==> config.mk <==
export PLATFORM = sky130hd
export DESIGN_NAME = bcd_event_counter_flat
export DESIGN_NICKNAME = d
export VERILOG_FILES = /design/src/rtl/bcd_event_counter_if.sv /design/src/rtl/bcd_event_counter.sv /design/src/flat_wrapper.sv
export SDC_FILE = /design/constraint.sdc
export NUM_CORES = 1
export LEC_CHECK = 0
export CAP_MARGIN = 20
export CORE_AREA = 2 2 95 97
export DETAILED_ROUTE_END_ITERATION = 12
export DIE_AREA = 0 0 97 99
export PLACE_DENSITY = 0.58
export SLEW_MARGIN = 20
export SYNTH_ARGS = -nofsm -noshare
export SYNTH_HDL_FRONTEND = slang
export SYNTH_SLANG_ARGS = --single-unit
==> constraint.sdc <==
create_clock -name clk_amisha -period 3.45 [get_ports clk_amisha]
set_clock_uncertainty 0.15 [all_clocks]
set_input_delay 0.69 -clock clk_amisha [delete_from_list [all_inputs] [get_ports clk_amisha]]
set_output_delay 0.69 -clock clk_amisha [all_outputs]
set_load 0.02 [all_outputs]
==> src/rtl/bcd_event_counter_if.sv <==
// Button/display path bundle: debounced levels and clear in,
// packed BCD count with step/wrap pulses out.
interface bcd_event_counter_if;
    logic [1:0]  db_level_amisha;
    logic        clr_amisha;
    logic [15:0] bcd_amisha;
    logic        step_amisha;
    logic        ovf_amisha;

    modport master (
        output db_level_amisha,
        output clr_amisha,
        input  bcd_amisha,
        input  step_amisha,
        input  ovf_amisha
    );

    modport slave (
        input  db_level_amisha,
        input  clr_amisha,
        output bcd_amisha,
        output step_amisha,
        output ovf_amisha
    );
endinterface

==> src/rtl/bcd_event_counter.sv <==
// Four-digit BCD up/down counter driven by debounced buttons,
// with press edge detection and hold-to-repeat stepping.
module bcd_event_counter #(
    parameter int REPEAT_DELAY = 25_000_000,
    parameter int REPEAT_RATE  = 5_000_000
) (
    input  logic               clk_amisha,
    input  logic               reset_amisha,
    bcd_event_counter_if.slave bus
);

    localparam int MAX_P = (REPEAT_DELAY > REPEAT_RATE) ?
                           REPEAT_DELAY : REPEAT_RATE;
    localparam int TW = $clog2(MAX_P) + 1;

    typedef enum logic [1:0] {
        IDLE,
        HOLD,
        REPEAT,
        LOCK
    } state_e;

    state_e      state_q, state_d;
    logic        dir_q, dir_d;
    logic [TW-1:0] timer_q, timer_d;
    logic [1:0]  prev_q, prev_d;
    logic [15:0] bcd_q, bcd_d;
    logic        step_q, step_d;
    logic        ovf_q, ovf_d;

    logic [1:0]  lvl;
    logic [1:0]  rise;
    logic        do_step;
    logic        step_dir;
    logic        held;
    logic        other;
    logic [TW-1:0] limit;
    logic [15:0] bcd_next;
    logic        carry;
    logic [3:0]  dig;

    assign lvl  = bus.db_level_amisha;
    assign rise = lvl & ~prev_q;

    always_comb begin
        state_d  = state_q;
        dir_d    = dir_q;
        timer_d  = timer_q;
        do_step  = 1'b0;
        step_dir = dir_q;
        held     = lvl[dir_q];
        other    = lvl[~dir_q];
        limit    = (state_q == HOLD) ? TW'(REPEAT_DELAY) : TW'(REPEAT_RATE);
        unique case (state_q)
            IDLE: begin
                if (rise == 2'b01 && !lvl[1]) begin
                    do_step  = 1'b1;
                    step_dir = 1'b0;
                    dir_d    = 1'b0;
                    timer_d  = TW'(1);
                    state_d  = HOLD;
                end else if (rise == 2'b10 && !lvl[0]) begin
                    do_step  = 1'b1;
                    step_dir = 1'b1;
                    dir_d    = 1'b1;
                    timer_d  = TW'(1);
                    state_d  = HOLD;
                end else if (&lvl) begin
                    state_d = LOCK;
                end
            end
            HOLD, REPEAT: begin
                if (!held) begin
                    state_d = IDLE;
                end else if (other) begin
                    state_d = LOCK;
                end else if (timer_q == limit) begin
                    do_step = 1'b1;
                    timer_d = TW'(1);
                    state_d = REPEAT;
                end else begin
                    timer_d = timer_q + TW'(1);
                end
            end
            LOCK: begin
                if (lvl == 2'b00) state_d = IDLE;
            end
            default: state_d = LOCK;
        endcase
    end

    // Ripple carry/borrow: carry stays set only while digits wrap.
    always_comb begin
        bcd_next = bcd_q;
        carry    = 1'b1;
        dig      = 4'd0;
        for (int i = 0; i < 4; i++) begin
            dig = bcd_q[i*4 +: 4];
            if (carry) begin
                if (!step_dir) begin
                    if (dig == 4'd9) begin
                        bcd_next[i*4 +: 4] = 4'd0;
                    end else begin
                        bcd_next[i*4 +: 4] = dig + 4'd1;
                        carry = 1'b0;
                    end
                end else begin
                    if (dig == 4'd0) begin
                        bcd_next[i*4 +: 4] = 4'd9;
                    end else begin
                        bcd_next[i*4 +: 4] = dig - 4'd1;
                        carry = 1'b0;
                    end
                end
            end
        end
    end

    always_comb begin
        prev_d = lvl;
        bcd_d  = do_step ? bcd_next : bcd_q;
        step_d = do_step;
        ovf_d  = do_step & carry;
        if (bus.clr_amisha) begin
            bcd_d   = 16'h0000;
            step_d  = 1'b0;
            ovf_d   = 1'b0;
        end
    end

    always_ff @(posedge clk_amisha or negedge reset_amisha) begin
        if (!reset_amisha) begin
            state_q <= LOCK;
            dir_q   <= 1'b0;
            timer_q <= '0;
            prev_q  <= 2'b00;
            bcd_q   <= 16'h0000;
            step_q  <= 1'b0;
            ovf_q   <= 1'b0;
        end else begin
            state_q <= bus.clr_amisha ? LOCK : state_d;
            dir_q   <= dir_d;
            timer_q <= bus.clr_amisha ? '0 : timer_d;
            prev_q  <= prev_d;
            bcd_q   <= bcd_d;
            step_q  <= step_d;
            ovf_q   <= ovf_d;
        end
    end

    assign bus.bcd_amisha  = bcd_q;
    assign bus.step_amisha = step_q;
    assign bus.ovf_amisha  = ovf_q;

endmodule
==> src/flat_wrapper.sv <==
// flat-port wrapper written by rule: the top's interface ports become plain ports
module bcd_event_counter_flat 
#(
    parameter int REPEAT_DELAY = 25_000_000,
    parameter int REPEAT_RATE  = 5_000_000
)
  (clk_amisha, reset_amisha, bus_db_level_amisha, bus_clr_amisha, bus_bcd_amisha, bus_step_amisha, bus_ovf_amisha);
  bcd_event_counter_if bus_i ();
  input  logic clk_amisha;
  input  logic reset_amisha;
  input wire logic [$bits(bus_i.db_level_amisha)-1:0] bus_db_level_amisha;
  input wire logic [$bits(bus_i.clr_amisha)-1:0] bus_clr_amisha;
  output wire logic [$bits(bus_i.bcd_amisha)-1:0] bus_bcd_amisha;
  output wire logic [$bits(bus_i.step_amisha)-1:0] bus_step_amisha;
  output wire logic [$bits(bus_i.ovf_amisha)-1:0] bus_ovf_amisha;
  assign bus_i.db_level_amisha = bus_db_level_amisha;
  assign bus_i.clr_amisha = bus_clr_amisha;
  assign bus_bcd_amisha = bus_i.bcd_amisha;
  assign bus_step_amisha = bus_i.step_amisha;
  assign bus_ovf_amisha = bus_i.ovf_amisha;
  bcd_event_counter #(.REPEAT_DELAY(REPEAT_DELAY), .REPEAT_RATE(REPEAT_RATE)) u_core (.clk_amisha(clk_amisha), .reset_amisha(reset_amisha), .bus(bus_i));
endmodule
Word-level counts from Yosys, hierarchy flattened. Index checks and enable logic that the tools add are counted.

Flip-flop bits (word level): 49. Logic and storage cells: 127.

Reductions and logical operators: 22. Eq/ne operators: 16. Bitwise logic cells: 4. Order comparisons: 2. Add/subtract/negate cells: 9. Muxes and demuxes: 64.

Operator list (count): 26-bit 2-to-1 mux (6); 4-bit 2-to-1 mux (15); 26-bit one-hot mux with 2 select lines (1); 16-bit 2-to-1 mux (2); 1-bit 2-to-1 mux (29); 26-bit by 1-bit adder with 26-bit output (second input constant) (1); 26-bit == test (1); 25-bit 2-to-1 mux (1); 4-bit by 1-bit adder with 4-bit output (second input constant) (4); 4-bit == test (second input constant) (4); 4-bit zero test (4); 2-bit 2-to-1 mux (8); 4-bit by 1-bit subtractor with 4-bit output (second input constant) (4); 2-bit AND reduction (4); 2-bit nonzero test (4); 2-bit == test (second input constant) (3); 3-bit by 2-bit != test with 1-bit output (second input constant) (2); 2-bit one-hot mux with 3 select lines (1); 5-bit by 2-bit != test with 1-bit output (second input constant) (1); 5-bit != test (second input constant) (1); 2-bit by 1-bit == test with 1-bit output (second input constant) (2); 2-bit zero test (2); 1-bit by 2-bit less-than comparator with 1-bit output (second input constant) (2); 4-bit by 2-bit != test with 1-bit output (second input constant) (1); other kinds (12) (14).

Logic depth before layout (Yosys ltp). Gate-level depths: netlist of run 1.

Depth after elaboration: 13. Mapped depth: 10. Gate-level depth less buffers: 9.

Worst setup path before layout of run 1. OpenSTA, ideal clock, no wires.

Path type: in2reg. From: input bus_db_level_amisha[0]. To: register u_core.bcd_q[4], in the netlist u_core.bus.bcd_amisha[4]. Library setup time: 78 ps. Stages on the path: 7. Required time: 3222 ps. Arrival: 2622 ps. Slack: 600 ps. Path buffers: 2. Path through: clkbuf_1 -> or3b_2 -> a211oi_1 -> a21oi_2 -> buf_6 -> or4_1 -> a21oi_1.

Word-level cells in the longest chain between the ends: 10.

RTL lines: from (decl) (RTL line flat_wrapper.sv:11) `input wire logic [$bits(bus_i.db_level_amisha)-1:0] bus_db_level_amisha;`; 2-bit bitwise AND (RTL line bcd_event_counter.sv:43) `assign rise = lvl & ~prev_q;`; 2-bit == test (RTL line bcd_event_counter.sv:62) `end else if (rise == 2'b10 && !lvl[0]) begin`; 1-bit logical AND (RTL line bcd_event_counter.sv:62); 1-bit 2-to-1 mux (RTL line bcd_event_counter.sv:62); 1-bit 2-to-1 mux (RTL line bcd_event_counter.sv:56) `if (rise == 2'b01 && !lvl[1]) begin`; 1-bit 2-to-1 mux; 4-bit 2-to-1 mux (RTL line bcd_event_counter.sv:100) `if (!step_dir) begin`; 4-bit 2-to-1 mux (RTL line bcd_event_counter.sv:99) `if (carry) begin`; 16-bit 2-to-1 mux (RTL line bcd_event_counter.sv:121) `bcd_d = do_step ? bcd_next : bcd_q;`; 16-bit 2-to-1 mux (RTL line bcd_event_counter.sv:124) `if (bus.clr_amisha) begin`; to (signal assigned) (RTL line bcd_event_counter.sv:137) `bcd_q <= 16'h0000;`; to (signal assigned) (RTL line bcd_event_counter.sv:145) `bcd_q <= bcd_d;`; to (decl) (RTL line bcd_event_counter.sv:27) `logic [15:0] bcd_q, bcd_d;`.

Several ways; a longest one is shown, not always the timed one. The select of a mux whose other input is x is not followed. A chain may end at the register's enable or synchronous reset.

Worst setup path after layout of run 1.
From: register u_core.state_q[0]. To: register u_core.bcd_q[14], in the netlist u_core.bus.bcd_amisha[14].

Word-level cells in the longest chain between the ends: 9.

RTL lines: from (decl) (RTL line bcd_event_counter.sv:23) `state_e state_q, state_d;`; from (signal assigned) (RTL line bcd_event_counter.sv:141) `state_q <= bus.clr_amisha ? LOCK : state_d;`; 2-bit by 1-bit == test with 1-bit output (RTL line bcd_event_counter.sv:53, bcd_event_counter.sv:54); 25-bit 2-to-1 mux (RTL line bcd_event_counter.sv:53) `limit = (state_q == HOLD) ? TW'(REPEAT_DELAY) : TW'(REPEAT_RATE);`; 26-bit == test (RTL line bcd_event_counter.sv:77) `end else if (timer_q == limit) begin`; 1-bit 2-to-1 mux (RTL line bcd_event_counter.sv:77); 1-bit 2-to-1 mux (RTL line bcd_event_counter.sv:75) `end else if (other) begin`; 1-bit 2-to-1 mux (RTL line bcd_event_counter.sv:73) `if (!held) begin`; 1-bit one-hot mux with 2 select lines (RTL line bcd_event_counter.sv:54) `unique case (state_q)`; 2-bit nonzero test (no line); 2-bit AND reduction (no line).

Several ways; a longest one is shown, not always the timed one. The select of a mux whose other input is x is not followed.

==> reports/metrics.cfg, run 1 <==
[outcome]
outcome = finished clean

[timing]
slew_headroom_pct = 39.4
setup_viol = 0
setup_ws_ps = 232
hold_viol = 0
finalMaxSlewViolations = 0
timing.fmax_mhz = 311
tightest_slew_ps = 902
final.setup.tns_ps = 0
min_period_ps = 3220
min_period_over_period_pct = 93.3
rsz0062_at_grt = no

[synthesis]
syn_area_per_cell_um2 = 8.52
ys_top_cells_by_area = dfrtp_1 35%, ha_1 7.0%, xor2_1 5.2%, nor2_1 4.9%, nand2_1 3.6%
yosys_warnings = 0
synthFlopType = dfrtp_1
ys_seq_area_share_pct = 36.3
synth_top_area_share_pct = 34.8
synth_top_area_cell = dfrtp_1
synth_cell_types = 63
syn_nets = 421
synth-seq-cells = 49
synth_edf_count = 0
syn-cell-area_mm2 = 0.00338
yosysMostFrequentCell = dfrtp_1
synth-async-reset-ratio_pct = 100
synth_common_cells = 47 x dfrtp_1, 44 x nor2_1, 32 x nand2_1, 23 x a21oi_1, 21 x inv_1
netlist_instances = 397

[worst_setup_path]
critPathLaunchType = register
rrSetupSlack_ps = 230
arrival_ps = 3260
worstPathRequired_ps = 3500
cp-end-kind = register
rr_worst_depth = 7
cp_top_family = simple AND/OR/NAND/NOR gates
critical-path-slowest-cell = dfstp_2
r2r-start = u_core.state_q[0]
critPathBufInv = 0
worstPathCellList = ha_1, nand2_1, or4b_4, a2111oi_4, a21oi_2, or3_1, o41ai_1
crit_cells = 7
cpPeakStageDelay_ps = 590
crit_type = register to register
r2r_end = u_core.bus.bcd_amisha[14]
path_max_fanout = 13

[power_and_ir_drop]
finalPower_mw = 1.43
ir_worst_vdd_mv = 0.153
powerDensity_mw_per_mm2 = 371
p_leak_nw = 1.61

[grt]
antenna_found_initial = 0
grt_pass1_vias = 2837
grt_pass1_wl_um = 14000
gr-total-overflow = 0
grtUsageTotal_pct = 17.5
grt_max_degree = 27

[floorplan]
die_area_mm2 = 0.00960
io-pin-count = 23
core.rowCount = 34
die_y_um = 99
dieWidth_um = 97
initial_utilization_pct = 39.6
core_area_mm2 = 0.00855

[clock_tree]
insertion_delay_ps = 320
cts_tree = yes
hold_buffers = 0
numCtsBuffers = 5
htree_levels = 2
clock_sinks = 49
cts_resized = 0
cts_buffer_depth = 2
clkSlewWorstSetupHoldPaths_ps = 100
cts_setup_buffers = 0
clk_root_buffer_cell = clkbuf_8

[placed_design]
pre_cts_ws_ps = 9.74
hpwl_um = 5640
numPortBuffers = 22
place_congestion = 0.888

[route]
drt-wirelength-per-cell_um = 15.3
via_count = 2904
drtIter0Drc = 131
drtPass1Iterations = 4
ant_nets = 0
routed_wl_um = 8040
route.detailed.drc = 0
routed_via_density = 5.53

[cells_and_area]
area_growth_syn_to_layout_pct = 13.7
drive_gt1_share_pct = 7.43
nNetsFinal = 440
antenna_cells = 0

[job]
drv_cap = 0

[min_path]
min_path_type = input pin to async pin

-- worst reg2reg max path: cells and delay by family (launching register included) --
kind,cells,cell delay [ps]
flops,1,590
compound gates,3,1070
fa+ha+maj,1,230
simple gates,3,1080
-- final cells by class --
class	count	area [um2]
clock inverters	2	13.8
flip-flops and latches	49	1230
multi-input cells	305	1980
inverters	21	78.8
well taps	108	135
repair buffers	34	330
fillers	801	4710
clock buffers	6	72.6
-- kinds of logic after synthesis --
group           Yosys count  share of synthesized area [%]
mux                       6                           1.78
simple gates            167                           25.8
flops                    49                           36.3
xor+xnor                 23                           5.96
compound gates           90                           18.1
fa+ha+maj                19                           7.03
buf+inv                  43                           4.99
-- layout by cell type, fill, tap and decap left out, types with 17 or more instances in the layout --
master and count:
nand3_1 17, xor2_1 20, dfrtp_1 47, o21ai_0 19, a21oi_1 23, clkdlybuf4s50_1 21, inv_1 21, ha_1 19
nand2_1 32, nor2_1 44
-- per-layer routing --
layer	share of wire [%]	track usage [%]	wire length, um
met1	51	25.6	4130
met2	45	27.5	3600
met3	2.9	2.48	235
met4	0.95	4.66	76
met5	0	0	0
-- stage by stage --
stage | instances | utilization (%) | hold slack [ps] | area (um2)
floorplan | 397 | - | 244 | 3380
global placement | 517 | 43.9 | 370 | 3760
detailed placement | 517 | 43.9 | 372 | 3760
CTS | 525 | 45.0 | 241 | 3840
global route | 525 | 45.0 | 269 | 3840
finish | 525 | 45.0 | 222 | 3840
-- flip-flops by register name, summed over array words and instances, names as in the netlist --
register                count
u_core.state_q              2
u_core.timer_q             26
u_core.bus.step_amisha      1
u_core.bus.bcd_amisha      16
u_core.bus.ovf_amisha       1
u_core.prev_q               2
u_core.dir_q                1
-- worst max path at each step --
stage / from / endpoint / slack [ps]
2_1_floorplan: bus_db_level_amisha[0] / u_core.bus.bcd_amisha[4] / 600
3_3_place_gp: bus_db_level_amisha[1] / u_core.bus.bcd_amisha[14] / 90
3_5_place_dp: bus_db_level_amisha[1] / u_core.bus.bcd_amisha[14] / 10
4_1_cts: u_core.state_q[0] / u_core.bus.bcd_amisha[14] / 230
5_1_grt: u_core.state_q[0] / u_core.bus.bcd_amisha[14] / 10
6_report: u_core.state_q[0] / u_core.bus.bcd_amisha[14] / 230
-- power by group --
part | switching [mW] | internal, mW | leakage [nW]
clock | 0.219 | 0.145 | 0.0456
sequential | 0.0286 | 0.605 | 0.671
combinational | 0.273 | 0.155 | 0.890
total | 0.520 | 0.905 | 1.61
(Power assumes the default switching activity.)
==> run 2: changes to the inputs <==
Settings changed: CTS_CLUSTER_SIZE from default to 30.
==> results of run 2 <==
The final DEF is identical to that of run 1; final timing and power are the same.
==> run 3: changes to the inputs <==
Settings changed: CORE_AREA 2 2 95 97 to 2 2 79 81, DIE_AREA 0 0 97 99 to 0 0 81 83, PLACE_DENSITY 0.58 to 0.79, SKIP_LAST_GASP from default to 1.
==> reports/metrics.cfg, run 3 (synthesis results as in run 1) <==
[outcome]
outcome = finished clean

[cells_and_area]
seqCellArea_mm2 = 0.00123  ; unchanged
stdcell_area_mm2 = 0.00382  ; -0.55%
fin_cells = 494  ; -5.9%
multi_input_comb_area_mm2 = 0.00198  ; unchanged
regMostFlops = u_core.timer_q
largest_reg_flops = 26  ; unchanged
drive_gt1_share_pct = 8.11  ; +0.68 points
nNetsFinal = 442  ; +0.45%
antenna_cells = 0  ; unchanged
layout_commonest_cell = dfrtp_1
area_growth_syn_to_layout_pct = 13.0
layout_common_cells = 47 x dfrtp_1, 44 x nor2_1, 32 x nand2_1
fillCellCount = 467  ; -42%

[worst_setup_path]
cp-end-kind = register
arrival_ps = 3160  ; -100 ps
crit_type = register to register
critPathBufInv = 0  ; unchanged
cpPeakStageDelay_ps = 580  ; about the same
path_max_fanout = 9  ; -4
worstPathRequired_ps = 3500  ; about the same
critical-path-slowest-cell = dfstp_2
worstPathCellList = ha_1, nand2_1, or4b_4, a2111oi_4, a21oi_2, or3_1, o41ai_1
cp_top_family = simple AND/OR/NAND/NOR gates
critPathLaunchType = register

[grt]
gr-total-overflow = 0  ; unchanged
grt_pass1_vias = 2713  ; -4.4%
antenna_found_initial = 0  ; unchanged
grtUsageTotal_pct = 24.6  ; +7.1 points
grt_pass1_wl_um = 13200  ; -5.6%
grt_max_degree = 49  ; +81%

[floorplan]
core_area_mm2 = 0.00582  ; -32%
dieWidth_um = 81  ; -16%
initial_utilization_pct = 58.2  ; +19 points
die_y_um = 83  ; -16%
core.rowCount = 28  ; -18%
io-pin-count = 23  ; unchanged
die_area_mm2 = 0.00672  ; -30%

[route]
drtPass1Iterations = 5  ; +1
routed_via_density = 6.13  ; +11%
drt-wirelength-per-cell_um = 15.7  ; +2.9%
ant_nets = 0  ; unchanged
via_count = 3030  ; +4.3%
drtIter0Drc = 259  ; +98%
routed_wl_um = 7780  ; -3.2%
route.detailed.drc = 0  ; unchanged

[placed_design]
dp_cells = 486  ; -6.0%
numPortBuffers = 22  ; unchanged
place_congestion = 0.931  ; +4.8%
hpwl_um = 5500  ; -2.4%
dpl_cell_area_mm2 = 0.00372  ; -1.0%

[timing]
worst_hold_slack_ps = 246  ; +24.1 ps
slew_headroom_pct = 37.4  ; -2.1 points
setup_viol = 0  ; unchanged
rsz0062_at_grt = no
tightest_slew_ps = 932  ; +30.5 ps
final.setup.tns_ps = 0  ; unchanged
timing.fmax_mhz = 321  ; +3.3%
finalMaxSlewViolations = 0  ; unchanged
hold_viol = 0  ; unchanged
min_period_over_period_pct = 90.3  ; -3.0 points
min_period_ps = 3120  ; -102 ps

[clock_tree]
numCtsBuffers = 5  ; unchanged
htree_levels = 2  ; unchanged
clock_sinks = 49  ; unchanged
cts_setup_buffers = 0  ; unchanged
hold_buffers = 0  ; unchanged
clkSlewWorstSetupHoldPaths_ps = 90  ; about the same
cts_buffer_depth = 2  ; unchanged
cts_tree = yes
cts_resized = 0  ; unchanged
insertion_delay_ps = 310  ; about the same
clk_root_buffer_cell = clkbuf_8

[power_and_ir_drop]
p_leak_nw = 1.62  ; +0.60%
powerDensity_mw_per_mm2 = 372  ; +0.26%
ir_worst_vdd_mv = 0.199  ; +31%

[min_path]
min_path_type = input pin to async pin

[job]
drv_cap = 0  ; unchanged

## run 3: cell types whose count changed in the layout (fill, tap and decap cells not counted)
cell,before,now
clkbuf_1,1,0
clkbuf_8,5,7
buf_4,10,14
buf_12,2,1
inv_6,1,0
buf_2,1,0
## run 3: per-layer routing
| metal | part of all wire (%) | track usage (%) | up-vias | wire, um |
|---|---|---|---|---|
| met5 | 0 | 0 | - | 0 |
| met4 | 2.0 | 7.55 | 0 | 155 |
| met3 | 5.6 | 4.46 | 10 | 432 |
| met2 | 46 | 36.7 | 99 | 3570 |
| met1 | 47 | 36.2 | 1446 | 3630 |
| li1 | - | - | 1475 | - |
## run 3: area by class of cell
class	count	share of cell area (%)
Tap cell	75	2.45
Clock inverter	1	0.131
Sequential cell	49	32.1
Inverter	21	2.06
Timing Repair Buffer	36	8.77
Clock buffer	7	2.52
Multi-Input combinational cell	305	51.9
## run 3: final timing paths
| check | startpoint | endpoint | slack (ps) | cells after the start |
|---|---|---|---|---|
| max | u_core.state_q[0] | u_core.bus.bcd_amisha[14] | 330 | 7 |
| min | reset_amisha | u_core.timer_q[25] | 250 | 1 |
| max reg2reg | u_core.state_q[0] | u_core.bus.bcd_amisha[14] | 330 | 7 |
| min reg2reg | u_core.state_q[1] | u_core.state_q[1] | 390 | 1 |
| max in group asynchronous | reset_amisha | u_core.state_q[0] | 2340 | 2 |
| min in group clk_amisha | u_core.state_q[1] | u_core.state_q[1] | 390 | 1 |
## run 3: metrics by stage
stage | utilization, % | setup WS (ps) | total power [mW]
6_report | 65.7 | 334 | 1.42
5_1_grt | 65.7 | 182 | 1.51
4_1_cts | 65.7 | 331 | 1.43
3_5_place_dp | 63.9 | 92.2 | 1.05
3_3_place_gp | 63.9 | 171 | 1.05
2_1_floorplan | - | 600 | 0.928
## run 3: report_power, final
group / total (mW) / switching (mW) / internal, mW / leakage (nW)
sequential: 0.634 / 0.0288 / 0.605 / 0.671
clock: 0.373 / 0.192 / 0.182 / 0.0542
combinational: 0.414 / 0.270 / 0.144 / 0.891
total: 1.42 / 0.490 / 0.931 / 1.62
## run 3: worst reg2reg max path, cell delays in order, from the launching register on
cell and delay, ps:
dfstp_2 580, ha_1 240, nand2_1 70, or4b_4 530, a2111oi_4 510, a21oi_2 200, or3_1 470, o41ai_1 260
